--- config.mk ---
export PLATFORM = sky130hd
export DESIGN_NAME = fir_tap_sequencer
export DESIGN_NICKNAME = d
export VERILOG_FILES = /design/src/rtl/fir_tap_sequencer_pkg.sv /design/src/rtl/fir_tap_sequencer_delay_line.sv /design/src/rtl/fir_tap_sequencer.sv
export SDC_FILE = /design/constraint.sdc
export NUM_CORES = 1
export LEC_CHECK = 0
export ABC_AREA = 1
export BUFFER_PORTS_ARGS = -buffer_cell sky130_fd_sc_hd__buf_2
export CAP_MARGIN = 20
export CORE_MARGIN = 5
export CORE_UTILIZATION = 40
export DETAILED_ROUTE_END_ITERATION = 8
export HOLD_SLACK_MARGIN = 0.12
export PLACE_DENSITY_LB_ADDON = 0.1
export SLEW_MARGIN = 10
export SYNTH_ARGS = -nofsm -noshare
export SYNTH_HDL_FRONTEND = slang
export SYNTH_SLANG_ARGS = --single-unit
--- constraint.sdc ---
create_clock -name clk -period 32.9 [get_ports clk]
set_input_delay 4.935 -clock clk [delete_from_list [all_inputs] [get_ports clk]]
set_output_delay 4.935 -clock clk [all_outputs]
set_load 0.01 [all_outputs]
--- src/rtl/fir_tap_sequencer_pkg.sv ---
// Shared sizing and FSM state encoding for the FIR tap sequencer and its delay line.
package fir_tap_sequencer_pkg;

    localparam int unsigned FIR_NTAPS = 8;
    localparam int unsigned FIR_DW    = 16;
    localparam int unsigned FIR_ACCW  = 32;

    typedef enum logic [1:0] {
        IDLE   = 2'd0,
        RUN    = 2'd1,
        SETTLE = 2'd2,
        OUT    = 2'd3
    } fir_state_e;

endpackage

--- src/rtl/fir_tap_sequencer_delay_line.sv ---
// Circular sample history: one write per accepted sample, combinational read of the sample k taps back.
module fir_delay_line
    import fir_tap_sequencer_pkg::*;
#(
    parameter int unsigned NTAPS = FIR_NTAPS,
    parameter int unsigned DW    = FIR_DW,
    parameter int unsigned AW    = $clog2(NTAPS)
) (
    input  logic          clk,
    input  logic          rst,
    input  logic          we,
    input  logic [DW-1:0] wdata,
    input  logic [AW-1:0] rd_off,
    output logic [DW-1:0] rd_data_c
);

    logic [DW-1:0] mem_q [NTAPS];
    logic [DW-1:0] mem_d [NTAPS];
    logic [AW-1:0] wptr_q, wptr_d;
    logic [AW-1:0] newest_q, newest_d;

    always_comb begin
        mem_d    = mem_q;
        wptr_d   = wptr_q;
        newest_d = newest_q;
        if (we) begin
            mem_d[wptr_q] = wdata;
            newest_d      = wptr_q;
            wptr_d        = AW'(wptr_q + 1'b1);
        end
    end

    // AW-bit subtraction wraps modulo NTAPS (power of two)
    assign rd_data_c = mem_q[AW'(newest_q - rd_off)];

    always_ff @(posedge clk or posedge rst) begin
        if (rst) begin
            for (int i = 0; i < int'(NTAPS); i++) mem_q[i] <= '0;
            wptr_q   <= '0;
            newest_q <= '0;
        end else begin
            mem_q    <= mem_d;
            wptr_q   <= wptr_d;
            newest_q <= newest_d;
        end
    end

endmodule

--- src/rtl/fir_tap_sequencer.sv ---
// Feeds NTAPS (sample, coefficient) pairs per input sample into an accumulate-only MAC
// and reports the accumulator delta across the run as the filter output.
module fir_tap_sequencer
    import fir_tap_sequencer_pkg::*;
#(
    parameter int unsigned NTAPS = FIR_NTAPS,
    parameter int unsigned DW    = FIR_DW,
    parameter int unsigned AW    = $clog2(NTAPS)
) (
    input  logic                clk,
    input  logic                rst,
    input  logic                in_valid,
    input  logic [DW-1:0]       in_data,
    output logic                in_ready,
    input  logic                coef_we,
    input  logic [AW-1:0]       coef_addr,
    input  logic [DW-1:0]       coef_wdata,
    output logic [DW-1:0]       mac_a,
    output logic [DW-1:0]       mac_b,
    output logic                mac_en,
    input  logic [FIR_ACCW-1:0] mac_acc,
    output logic                out_valid,
    output logic [FIR_ACCW-1:0] out_data,
    input  logic                out_ready
);

    localparam int unsigned ACCW = FIR_ACCW;

    fir_state_e    state_q, state_d;
    logic [AW-1:0] k_q, k_d;
    logic [ACCW-1:0] base_q, base_d;
    logic [ACCW-1:0] out_data_q, out_data_d;
    logic          out_valid_q, out_valid_d;
    logic          in_ready_q, in_ready_d;
    logic          mac_en_q, mac_en_d;
    logic [DW-1:0] mac_a_q, mac_a_d;
    logic [DW-1:0] mac_b_q, mac_b_d;
    logic [DW-1:0] coef_q [NTAPS];
    logic [DW-1:0] coef_d [NTAPS];

    logic          accept_c;
    logic          k_last_c;
    logic [DW-1:0] tap_sample_c;

    assign accept_c = in_valid && (state_q == IDLE);
    assign k_last_c = (k_q == AW'(NTAPS - 1));

    fir_delay_line #(
        .NTAPS (NTAPS),
        .DW    (DW),
        .AW    (AW)
    ) u_delay (
        .clk       (clk),
        .rst       (rst),
        .we        (accept_c),
        .wdata     (in_data),
        .rd_off    (k_q),
        .rd_data_c (tap_sample_c)
    );

    always_ff @(posedge clk or posedge rst) begin
        if (rst) state_q <= IDLE;
        else     state_q <= state_d;
    end

    // SETTLE waits for the registered MAC operands to drain so mac_acc holds the full sum
    always_comb begin
        state_d = state_q;
        case (state_q)
            IDLE:    if (accept_c)  state_d = RUN;
            RUN:     if (k_last_c)  state_d = SETTLE;
            SETTLE:  if (!mac_en_q) state_d = OUT;
            OUT:     if (out_ready) state_d = IDLE;
            default:                state_d = IDLE;
        endcase
    end

    always_comb begin
        k_d         = k_q;
        base_d      = base_q;
        out_data_d  = out_data_q;
        out_valid_d = out_valid_q;
        mac_en_d    = 1'b0;
        mac_a_d     = '0;
        mac_b_d     = '0;
        coef_d      = coef_q;
        in_ready_d  = (state_d == IDLE);
        case (state_q)
            IDLE: begin
                if (coef_we) coef_d[coef_addr] = coef_wdata;
                if (accept_c) begin
                    base_d = mac_acc;
                    k_d    = '0;
                end
            end
            RUN: begin
                mac_en_d = 1'b1;
                mac_a_d  = tap_sample_c;
                mac_b_d  = coef_q[k_q];
                k_d      = AW'(k_q + 1'b1);
            end
            SETTLE: begin
                if (!mac_en_q) begin
                    out_data_d  = mac_acc - base_q;
                    out_valid_d = 1'b1;
                end
            end
            OUT: begin
                if (out_ready) out_valid_d = 1'b0;
            end
            default: ;
        endcase
    end

    always_ff @(posedge clk or posedge rst) begin
        if (rst) begin
            k_q         <= '0;
            base_q      <= '0;
            out_data_q  <= '0;
            out_valid_q <= 1'b0;
            in_ready_q  <= 1'b1;
            mac_en_q    <= 1'b0;
            mac_a_q     <= '0;
            mac_b_q     <= '0;
            for (int i = 0; i < int'(NTAPS); i++) coef_q[i] <= '0;
        end else begin
            k_q         <= k_d;
            base_q      <= base_d;
            out_data_q  <= out_data_d;
            out_valid_q <= out_valid_d;
            in_ready_q  <= in_ready_d;
            mac_en_q    <= mac_en_d;
            mac_a_q     <= mac_a_d;
            mac_b_q     <= mac_b_d;
            coef_q      <= coef_d;
        end
    end

    assign in_ready  = in_ready_q;
    assign mac_en    = mac_en_q;
    assign mac_a     = mac_a_q;
    assign mac_b     = mac_b_q;
    assign out_valid = out_valid_q;
    assign out_data  = out_data_q;

endmodule
# After elaboration in Yosys (flattened, before gate mapping)
# Cells that the tools add are included.
# totals
output_inout_bits,67
ff_bits,366
# op_classes
n_reduce_logical,12
mux,25
n_addsub,4
n_eq_ne,7
bitwise_logic,5
order_cmp,6
# ops
cell,n
$bwmux W128,2
$mux W16,8
$bmux W16 S3,2
$demux W16 S3,2
$sub A32 B32 Y32,1
$ge A4 B4 Y1 const B,4
$not A3 Y4,4
$lt A4 B1 Y1 const B,2
$mux W2,4
$pmux W2 S4,1
$reduce_and A2 Y1,4
$add A3 B1 Y3 const B,2
$ne A2 B2 Y1 const B,3
$pmux W3 S2,1
$eq A2 B2 Y1 const B,2
$logic_not A2 Y1,2
$reduce_bool A2 Y1,2
$eq A3 B3 Y1 const B,1
$logic_and A1 B1 Y1,3
$mux W1,3
$mux W3,1
$reduce_and A3 Y1,1
$sub A3 B3 Y3,1
$eq A2 B1 Y1 const B,1
2 further kinds,2

# Depth between registers and ports, before layout
# Gate-level depths: netlist of run 1.
# logic_depth
depth_word,6
ltp_mapped,15

# Hierarchy
# A second synthesis of run 1 with hierarchy kept.
# unflattened
cells_unflattened,2433
hier_area_um2,18321.3
# by_module_without_submodules
mod,n_inst,area_per_inst_um2,cells_each
fir_tap_sequencer,1,11726.2,1530
fir_delay_line,1,6595.1,903

# Worst setup path after synthesis of run 1
# Ideal clock, no wire load.
# synth_timing
path_type,input to register
start,input mac_acc[0]
end,"register out_data_q[16], in the netlist out_data[16]"
path_buffers,0
setup_time_ns,0.065
setup_slack_ns,26.501
stages,13
arrival_ns,6.334
cell_sequence,inv_1 > ha_1 > fa_1 > inv_1 > nand3_1 > nand3_1 > nand2_1 > nand2_1 > nand2_1 > nand2_1 > xor2_1 > nand2_1 > nand2_1
# synth_between
elab_chain_cells,1
# synth_rtl
element,line_no,source
start: declaration,fir_tap_sequencer.sv:21,"input logic [FIR_ACCW-1:0] mac_acc,"
$sub A32 B32 Y32,fir_tap_sequencer.sv:104,out_data_d = mac_acc - base_q;
end signal: assignment,fir_tap_sequencer.sv:129,out_data_q <= out_data_d;
end: declaration,fir_tap_sequencer.sv:32,"logic [ACCW-1:0] out_data_q, out_data_d;"
# No other way between the ends.
# A chain may end at the register's enable or synchronous reset.

==> impl_metrics.py, run 1 <==
metrics = {
    "drt": {
        "dr_total_vias": 14723,
        "wirelength_um": 48700,
        "drcViolationCount": 0,
        "vias_per_cell": 4.99,
        "drtAntennaViolNets": 0,
        "first_pass_iters": 5,
        "routed_wire_length_per_instance_um": 16.5,
        "drt_iter0_markers": 1138,
    },
    "cts": {
        "numCtsBuffers": 43,
        "clk_latency_ns": 0.57,
        "path_clk_slew_ns": 0.05,
        "cts.sinks": 366,
        "htreeDepth": 2,
        "cts.repair.resized": 0,
        "clockRootBuffer": "clkbuf_16",
        "hold_buffers": 0,
        "cts_buffer_depth": 3,
        "cts_tree": "built",
        "postCtsSetupBuffers": 0,
    },
    "floorplan": {
        "rows": 77,
        "initial_core_util_pct": 40.2,
        "fp.dieArea_um2": 48400,
        "fp.dieW_um": 220,
        "core_area_um2": 43900,
        "io_pins": 139,
        "die-height_um": 220,
    },
    "critical_path": {
        "crit_type": "input port to asynchronous set/reset pin",
        "crit_chain": "buf_2 > inv_8 > buf_12 > buf_4",
        "critPathSlowestCell": "buf_4",
        "worstPathMaxFanout": 181,
        "max_stage_delay_ns": 0.87,
        "crit_required_ns": 33.39,
        "crit_path_end_kind": "asynchronous set/reset pin",
        "cp_top_family": "buffers and inverters",
        "crit_arrival_ns": 7.44,
        "crit_buf_inv": 4,
        "crit_path_start_kind": "input port",
    },
    "grt": {
        "grt_pass1_vias": 14133,
        "grt_start_max_net_pins": 182,
        "track_usage_pct": 20.3,
        "gr-total-overflow": 0,
        "antenna_found_initial": 3,
        "grt_pass1_wl_um": 78100,
    },
    "outcome": {
        "status": "finished clean",
    },
    "place": {
        "portBuffers": 138,
        "gp_congestion": 0.883,
        "dp.final_hpwl_um": 31500,
        "dpl_worst_slack_ns": 25.07,
    },
    "pwr": {
        "powerDensity_nw_per_um2": 112,
        "p_leak_nw": 10.2,
        "max-vdd-ir-drop_mv": 0.0769,
    },
    "sta": {
        "fin_ws_ns": 25.94,
        "drv_slew": 0,
        "finalCritPeriodShare_pct": 21.1,
        "period_minus_slack_ns": 6.96,
        "final.setup.tns_ns": 0,
        "hold_viol_final": 0,
        "max_freq_mhz": 144,
        "setup_viol": 0,
        "slew-limit-headroom_pct": 30.3,
        "rsz0062_at_grt": "false",
        "skew_ns": 0.0142,
        "worstMarginPinSlew_ns": 1.05,
    },
    "logic_synthesis": {
        "syn-num-nets": 2336,
        "synth-seq-cells": 366,
        "ys_warn_count": 0,
        "mappedNetlistArea_um2": 17600,
        "yosysSeqAreaShare_pct": 51.9,
        "syn_area_per_cell_um2": 7.92,
        "syn_inst": 2227,
        "yosysUniqueCellTypes": 38,
    },
    "cells_and_area": {
        "nFillCells": 4484,
        "drive_gt1_share_pct": 10.7,
        "nets": 2436,
        "area_growth_pct": 15.3,
    },
    "hold_path": {
        "hold_class": "flop to flop",
    },
    "job": {
        "drv_cap": 0,
    },
}
==> synth_stat cells (all sizes together) <==
library cell,count,area [um^2]
o21ai,454,2270
xor2,5,51.3
nand2,624,2340
nand4,11,68.8
inv,261,980
nand3b,5,37.5
nand3,63,320
dfstp,1,26.3
nor2,127,487
o21bai,3,22.5
or2,1,6.26
a21oi,82,410
o211ai,17,128
o31ai,1,7.51
a31oi,18,113
clkinv,2,7.51
a21o,1,7.51
xnor2,14,123
buf,31,153
fa,2,40.0
ha,35,438
o2111ai,1,8.76
clkbuf,80,302
nor3b,1,18.8
dfrtp,365,9130
nor3,22,143
==> worst paths after layout <==
path | from | end | cells past startpoint | slack (ns)
setup / recovery | rst | k_q[1] | 4 | 25.94
hold / removal | out_data[21] | out_data[21] | 2 | 0.48
setup reg to reg | k_q[0] | mac_a[9] | 9 | 29.30
hold reg to reg | out_data[21] | out_data[21] | 2 | 0.48
max in group clk | in_valid | u_delay.mem_q[32] | 7 | 26.05
min in group asynchronous | rst | mac_b[2] | 2 | 4.51
==> power by group <==
part | switching [W] | internal [W] | leakage, nW
logic | 0.000677 | 0.000343 | 4.95
clock network | 0.000186 | 0.000302 | 0.722
registers | 0.000103 | 0.000671 | 4.53
==> cell type report <==
cell class              count  area (um^2)  share of cell area (%)
inverters                 263          995                    4.89
clock buffers              66         1290                    6.36
repair buffers            166          921                    4.53
multi-input cells        1487         7060                    34.7
clock inverters            11          170                   0.836
flip-flops and latches    366         9160                    45.0
well taps                 592          741                    3.64
diodes                      1         2.50                  0.0123
==> per-stage QoR <==
step	instance area, um^2	util (%)	total power (W)	cells	hold WS [ns]
4_1_cts	20300	46.3	0.00231	2950	0.478
2_1_floorplan	17600	-	0.00148	2227	0.448
5_1_grt	20300	46.3	0.00249	2952	0.493
3_5_place_dp	18900	42.9	0.00180	2873	0.463
3_3_place_gp	18900	42.9	0.00179	2873	0.460
6_report	20300	46.3	0.00228	2952	0.476
==> cells in the final DEF (no fill, tap or decap), types with 11 or more instances in the layout <==
cell type / netlist / layout
a31oi_1: 18 / 18
clkbuf_1: 79 / 11
nand4_1: 11 / 11
nand3_1: 62 / 62
a21oi_1: 82 / 82
o211ai_1: 17 / 17
buf_2: 26 / 138
clkbuf_8: 0 / 11
xnor2_1: 14 / 14
nand2_1: 623 / 623
nor2_1: 125 / 125
clkbuf_16: 0 / 44
ha_1: 35 / 34
dfrtp_1: 365 / 363
buf_4: 1 / 26
nor3_1: 18 / 18
o21ai_0: 451 / 451
inv_1: 256 / 255
==> routing by layer <==
layer  routed length (um)  GRT usage, %  up-vias
met5                    9             0        -
met3                 2300          3.39       62
met2                22600          33.0      309
li1                     -             -     7355
met4                  854          4.60        2
met1                22900          28.7     6995
==> state kept, by name, summed over array words and instances, names as in the netlist <==
signal            flops
mac_a                16
u_delay.wptr_q        3
mac_b                16
base_q               32
state_q               2
out_valid             1
in_ready              1
k_q                   3
out_data             32
mac_en                1
coef_q              128
u_delay.newest_q      3
u_delay.mem_q       128
==> worst reg2reg max path: cells and delay by family, from the launching register on <==
| kind | cells | cell delay, ns |
|---|---|---|
| buffers and inverters | 4 | 1.32 |
| DFF | 1 | 0.80 |
| adders and majority gates | 2 | 0.76 |
| and+or+nand+nor | 2 | 0.51 |
| AOI/OAI and AO/OA | 1 | 0.06 |
==> cells by family (layout without fill, tap and decap cells) <==
group,after synthesis,in the layout,synth area share [%]
flops,366,366,51.9
simple gates,854,854,19.4
xor+xnor,19,19,0.985
other cells,0,1,0
fa+ha+maj,37,37,2.71
compound gates,577,577,16.8
buf+inv,374,506,8.17
Power figures use the tool's default switching activity.
==> run 2, diff against run 1 <==
==> constraint.sdc (replaced) <==
create_clock -name clk -period 6.1 [get_ports clk]
set_input_delay 0.915 -clock clk [delete_from_list [all_inputs] [get_ports clk]]
set_output_delay 0.915 -clock clk [all_outputs]
set_load 0.01 [all_outputs]
==> run 2 against run 1 <==
Critical path depth increased by 6; global-route usage increased by 0.23 points; critical path type is now flop to flop; die area unchanged; highest routed layer is now met4.
==> impl_metrics.py, run 2 (same netlist as run 1, synthesis figures left out) <==
metrics = {
    "outcome": {
        "status": "finished clean",
    },
    "sta": {
        "hold_viol_final": 0,
        "finalCritPeriodShare_pct": 53.7,
        "fin_ws_ns": 2.83,
        "slew-limit-headroom_pct": 31.0,
        "skew_ns": 0.0158,
        "final.setup.tns_ns": 0,
        "max_freq_mhz": 305,
        "rsz0062_at_grt": "false",
        "drv_slew": 0,
        "setup_viol": 0,
        "period_minus_slack_ns": 3.27,
        "worstMarginPinSlew_ns": 1.03,
    },
    "drt": {
        "vias_per_cell": 4.95,
        "drcViolationCount": 0,
        "wirelength_um": 49000,
        "first_pass_iters": 5,
        "dr_total_vias": 14635,
        "routed_wire_length_per_instance_um": 16.5,
        "drt_iter0_markers": 1089,
        "drtAntennaViolNets": 0,
    },
    "floorplan": {
        "die-height_um": 220,
        "io_pins": 139,
        "fp.dieW_um": 220,
        "initial_core_util_pct": 40.2,
        "core_area_um2": 43900,
        "rows": 77,
        "fp.dieArea_um2": 48400,
    },
    "critical_path": {
        "r2r_end": "mac_a[14]",
        "crit_type": "flop to flop",
        "timing.rr.start": "k_q[0]",
        "crit_required_ns": 6.58,
        "critPathSlowestCell": "clkinv_1",
        "worstPathMaxFanout": 34,
        "max_stage_delay_ns": 0.87,
        "rr_worst_depth": 10,
        "cpMostUsedCell": "o21ai_0",
        "crit_path_start_kind": "flop",
        "rrSetupSlack_ns": 2.83,
        "crit_chain": "ha_2 > inv_1 > fa_1 > buf_4 > clkinv_1 > a21oi_1 > o21ai_0 > o21ai_0 > o21ai_0 > a31oi_1",
        "crit_path_end_kind": "flop",
        "crit_arrival_ns": 3.75,
    },
    "pwr": {
        "powerDensity_nw_per_um2": 597,
        "p_leak_nw": 10.2,
        "p_total_w": 0.0121,
        "max-vdd-ir-drop_mv": 0.344,
    },
    "cts": {
        "clockRootBuffer": "clkbuf_16",
        "cts_tree": "built",
        "htreeDepth": 2,
        "cts.repair.resized": 0,
        "path_clk_slew_ns": 0.06,
        "hold_buffers": 0,
        "numCtsBuffers": 43,
        "clk_latency_ns": 0.57,
        "postCtsSetupBuffers": 0,
        "cts_buffer_depth": 3,
        "cts.sinks": 366,
    },
    "cells_and_area": {
        "top_regs": "coef_q x128, u_delay.mem_q x128",
        "nets": 2438,
        "layout_common_cells": "nand2_1 (623), o21ai_0 (451), dfrtp_1 (363)",
        "layout_commonest_cell": "nand2_1",
        "area_growth_pct": 15.2,
        "drive_gt1_share_pct": 10.8,
        "final_area_um2": 20300,
    },
    "hold_path": {
        "hold_class": "input port to asynchronous set/reset pin",
    },
    "job": {
        "drv_cap": 0,
    },
    "grt": {
        "grt_start_max_net_pins": 121,
        "gr-total-overflow": 0,
        "antenna_found_initial": 6,
        "grt_pass1_vias": 14179,
        "track_usage_pct": 20.6,
        "grt_pass1_wl_um": 79000,
    },
    "place": {
        "portBuffers": 138,
        "place_area_um2": 18900,
        "dpl_worst_slack_ns": 2.82,
        "dp.final_hpwl_um": 32400,
        "gp_congestion": 0.921,
    },
}
-- run 2: per-stage QoR --
step	instances	util (%)	hold WS [ns]
2_1_floorplan	2227	-	0.448
3_3_place_gp	2873	42.9	0.458
3_5_place_dp	2873	42.9	0.461
4_1_cts	2950	46.1	0.427
5_1_grt	2958	46.3	0.462
6_report	2959	46.3	0.447
-- run 2: worst max path at each step --
stage,start,end,slack (ns),cells after the start
2_1_floorplan,rst,base_q[0],0.28,1
3_3_place_gp,k_q[0],mac_a[14],2.94,10
3_5_place_dp,k_q[0],mac_a[14],2.82,10
4_1_cts,k_q[0],mac_a[14],2.81,10
5_1_grt,k_q[0],mac_a[14],2.44,10
6_report,k_q[0],mac_a[14],2.83,10
-- run 2: cell type report --
type,count,area (um^2)
Fill cell,4460,23600
Sequential cell,366,9160
Multi-Input combinational cell,1487,7060
Clock buffer,67,1310
Inverter,263,991
Timing Repair Buffer,168,963
Tap cell,592,741
Clock inverter,10,93.8
Antenna cell,6,15.0
-- run 2: per-layer routing --
layer | part of all wire (%) | up-vias | track usage, %
li1 | - | 7364 | -
met1 | 48 | 6900 | 29.7
met2 | 45 | 310 | 31.7
met3 | 5.1 | 61 | 3.60
met4 | 2.4 | 0 | 6.28
met5 | 0 | - | 0
-- run 2: power breakdown --
part | total (W) | internal, W | leakage, nW | switching [W]
combinational | 0.00544 | 0.00185 | 4.96 | 0.00359
sequential | 0.00416 | 0.00362 | 4.53 | 0.000543
clock | 0.00254 | 0.00151 | 0.695 | 0.00102
total | 0.0121 | 0.00698 | 10.2 | 0.00516
-- run 2: critical path, delay by kind of cell (launching register included) --
| kind | cells | cell delay, ns |
|---|---|---|
| AO/OA/AOI/OAI | 5 | 0.87 |
| adder cells (fa/ha/maj) | 2 | 0.65 |
| flip-flops | 1 | 0.43 |
| buffers and inverters | 3 | 1.23 |
==> run 3, diff against run 2 <==
==> constraint.sdc (replaced) <==
create_clock -name clk -period 3.05 [get_ports clk]
set_input_delay 0.4575 -clock clk [delete_from_list [all_inputs] [get_ports clk]]
set_output_delay 0.4575 -clock clk [all_outputs]
set_load 0.01 [all_outputs]
==> run 3 against run 2 <==
Clock power grew 100%; final cell count increased by 1.8%; critical path type unchanged; register-to-register slack lost 2.0 ns; sequential share of layout area decreased by 1.2 points; critical endpoint is now mac_a[3]; combinational power rose by 100%; critical path depth decreased by 1; routed wire length increased by 2.3%; clock-buffer cell count shrank 5; global-route usage is 0.43 points higher; highest routed layer unchanged.
==> impl_metrics.py, run 3 (same netlist as run 1, synthesis figures left out) <==
metrics = {
    "outcome": {
        "status": "finished clean",
    },
    "cells_and_area": {
        "nets": 2493,
        "drive_gt1_share_pct": 11.2,
        "area_growth_pct": 18.4,
        "layout_common_cells": "nand2_1 (623), o21ai_0 (451), dfrtp_1 (363)",
        "layout_commonest_cell": "nand2_1",
        "fin_cells": 3012,
        "nFillCells": 4469,
        "top_regs": "coef_q x128, u_delay.mem_q x128",
        "final_area_um2": 20900,
        "fin_util_pct": 47.6,
    },
    "sta": {
        "setup_viol": 0,
        "worstMarginPinSlew_ns": 0.888,
        "period_minus_slack_ns": 2.18,
        "fin_ws_ns": 0.867,
        "skew_ns": 0.0241,
        "final.setup.tns_ns": 0,
        "drv_slew": 0,
        "hold_viol_final": 0,
        "slew-limit-headroom_pct": 40.7,
        "finalCritPeriodShare_pct": 71.6,
        "rsz0062_at_grt": "false",
        "max_freq_mhz": 458,
    },
    "cts": {
        "clk_latency_ns": 0.57,
        "path_clk_slew_ns": 0.06,
        "numCtsBuffers": 43,
        "clockRootBuffer": "clkbuf_16",
        "cts.repair.resized": 0,
        "cts_tree": "built",
        "htreeDepth": 2,
        "cts.sinks": 366,
        "cts_buffer_depth": 3,
    },
    "hold_path": {
        "hold_class": "input port to flop",
        "min_from": "coef_wdata[2]",
    },
    "pwr": {
        "powerDensity_nw_per_um2": 1170,
        "netSwitchingPower_w": 0.0103,
        "pwr-share-seq_pct": 34.0,
        "comb_power_share_pct": 44.9,
        "p_leak_nw": 10.5,
        "p_int_w": 0.0142,
        "pwr-share-clk_pct": 21.1,
        "max-vdd-ir-drop_mv": 1.23,
        "switching_share_pct": 42.0,
    },
    "drt": {
        "drcViolationCount": 0,
        "dr_total_vias": 14883,
        "routed_wire_length_per_instance_um": 16.6,
        "drtAntennaViolNets": 0,
        "drt_iter0_markers": 1042,
        "wirelength_um": 50100,
        "first_pass_iters": 5,
        "vias_per_cell": 4.94,
    },
    "floorplan": {
        "fp.dieArea_um2": 48400,
        "initial_core_util_pct": 40.2,
        "core_area_um2": 43900,
        "die-height_um": 220,
        "rows": 77,
        "io_pins": 139,
        "fp.dieW_um": 220,
    },
    "grt": {
        "use_met3_pct": 3.38,
        "antenna_found_initial": 4,
        "gr-usage-met2_pct": 33.5,
        "grt_start_max_net_pins": 69,
        "gr-usage-met1_pct": 29.7,
        "track_usage_pct": 21.0,
        "gr-total-overflow": 0,
        "grt_pass1_wl_um": 80700,
        "grt-busiest-layer": "met2",
        "grt_pass1_vias": 14554,
    },
    "critical_path": {
        "crit_required_ns": 3.50,
        "crit_path_end_kind": "flop",
        "worstPathMaxFanout": 30,
        "crit_type": "flop to flop",
        "crit_start": "u_delay.newest_q[0]",
        "crit_path_start_kind": "flop",
        "timing.rr.start": "u_delay.newest_q[0]",
        "rrSetupSlack_ns": 0.87,
        "crit_arrival_ns": 2.64,
    },
    "place": {
        "gp_congestion": 0.882,
        "dp_cells": 2891,
        "dp.final_hpwl_um": 32900,
        "portBuffers": 138,
        "place_area_um2": 19100,
        "dpl_worst_slack_ns": 0.768,
    },
    "job": {
        "drv_cap": 0,
    },
}
## run 3: cell count changes in the layout (fill, tap and decap cells not counted), moves of 2 or more
cell and change:
buf_12 +6, buf_4 +12, buf_8 -2, bufinv_16 +2
clkbuf_1 -2, clkbuf_8 -4, clkinv_2 +5, dlygate4sd3_1 +40
## run 3: layout make-up
cell class	instances	area (um^2)	share of cell area [%]
diodes	5	12.5	0.0599
multi-input cells	1487	7060	33.8
clock inverters	14	145	0.694
well taps	592	741	3.54
flip-flops and latches	366	9160	43.8
repair buffers	223	1520	7.26
clock buffers	62	1270	6.08
inverters	263	991	4.74
## run 3: power groups by stage
stage	combinational, W	clock, W	sequential, W
floorplan	0.00761	0	0.00834
global placement	0.0109	0	0.00838
detailed placement	0.0111	0	0.00842
CTS	0.0111	0.00535	0.00836
global route	0.0127	0.00557	0.00861
finish	0.0110	0.00517	0.00834
## run 3: path summary, 6_finish.rpt
path,end,depth (start not counted)
min reg2reg,coef_q[54],2
min,coef_q[34],3
max,mac_a[3],9
max in group asynchronous,coef_q[99],4
min in group asynchronous,u_delay.mem_q[96],3
max reg2reg,mac_a[3],9
## run 3: what timing repair did
action	CTS	global route
endpoints found under the hold margin	64	0
hold buffers	40	0
buffers inserted	0	0
## run 3: worst max-delay path, stage by stage (launching register included)
cell,delay (ns)
dfrtp_1,0.36
inv_1,0.07
ha_2,0.16
inv_1,0.04
fa_1,0.50
buf_4,0.34
o21ai_0,0.13
o21ai_0,0.18
nor2_1,0.06
nor3_1,0.23
## run 3: metrics by stage
step | hold WS (ns) | total power (W)
global route | 0.129 | 0.0269
finish | 0.149 | 0.0245
detailed placement | 0.466 | 0.0195
global placement | 0.457 | 0.0193
CTS | 0.120 | 0.0249
floorplan | 0.448 | 0.0160
## run 3: per-layer routing
metal / vias up / wire (um)
met1: 7053 / 23800
met5: - / 0
met3: 70 / 2140
met4: 0 / 1290
met2: 285 / 22900
li1: 7475 / -
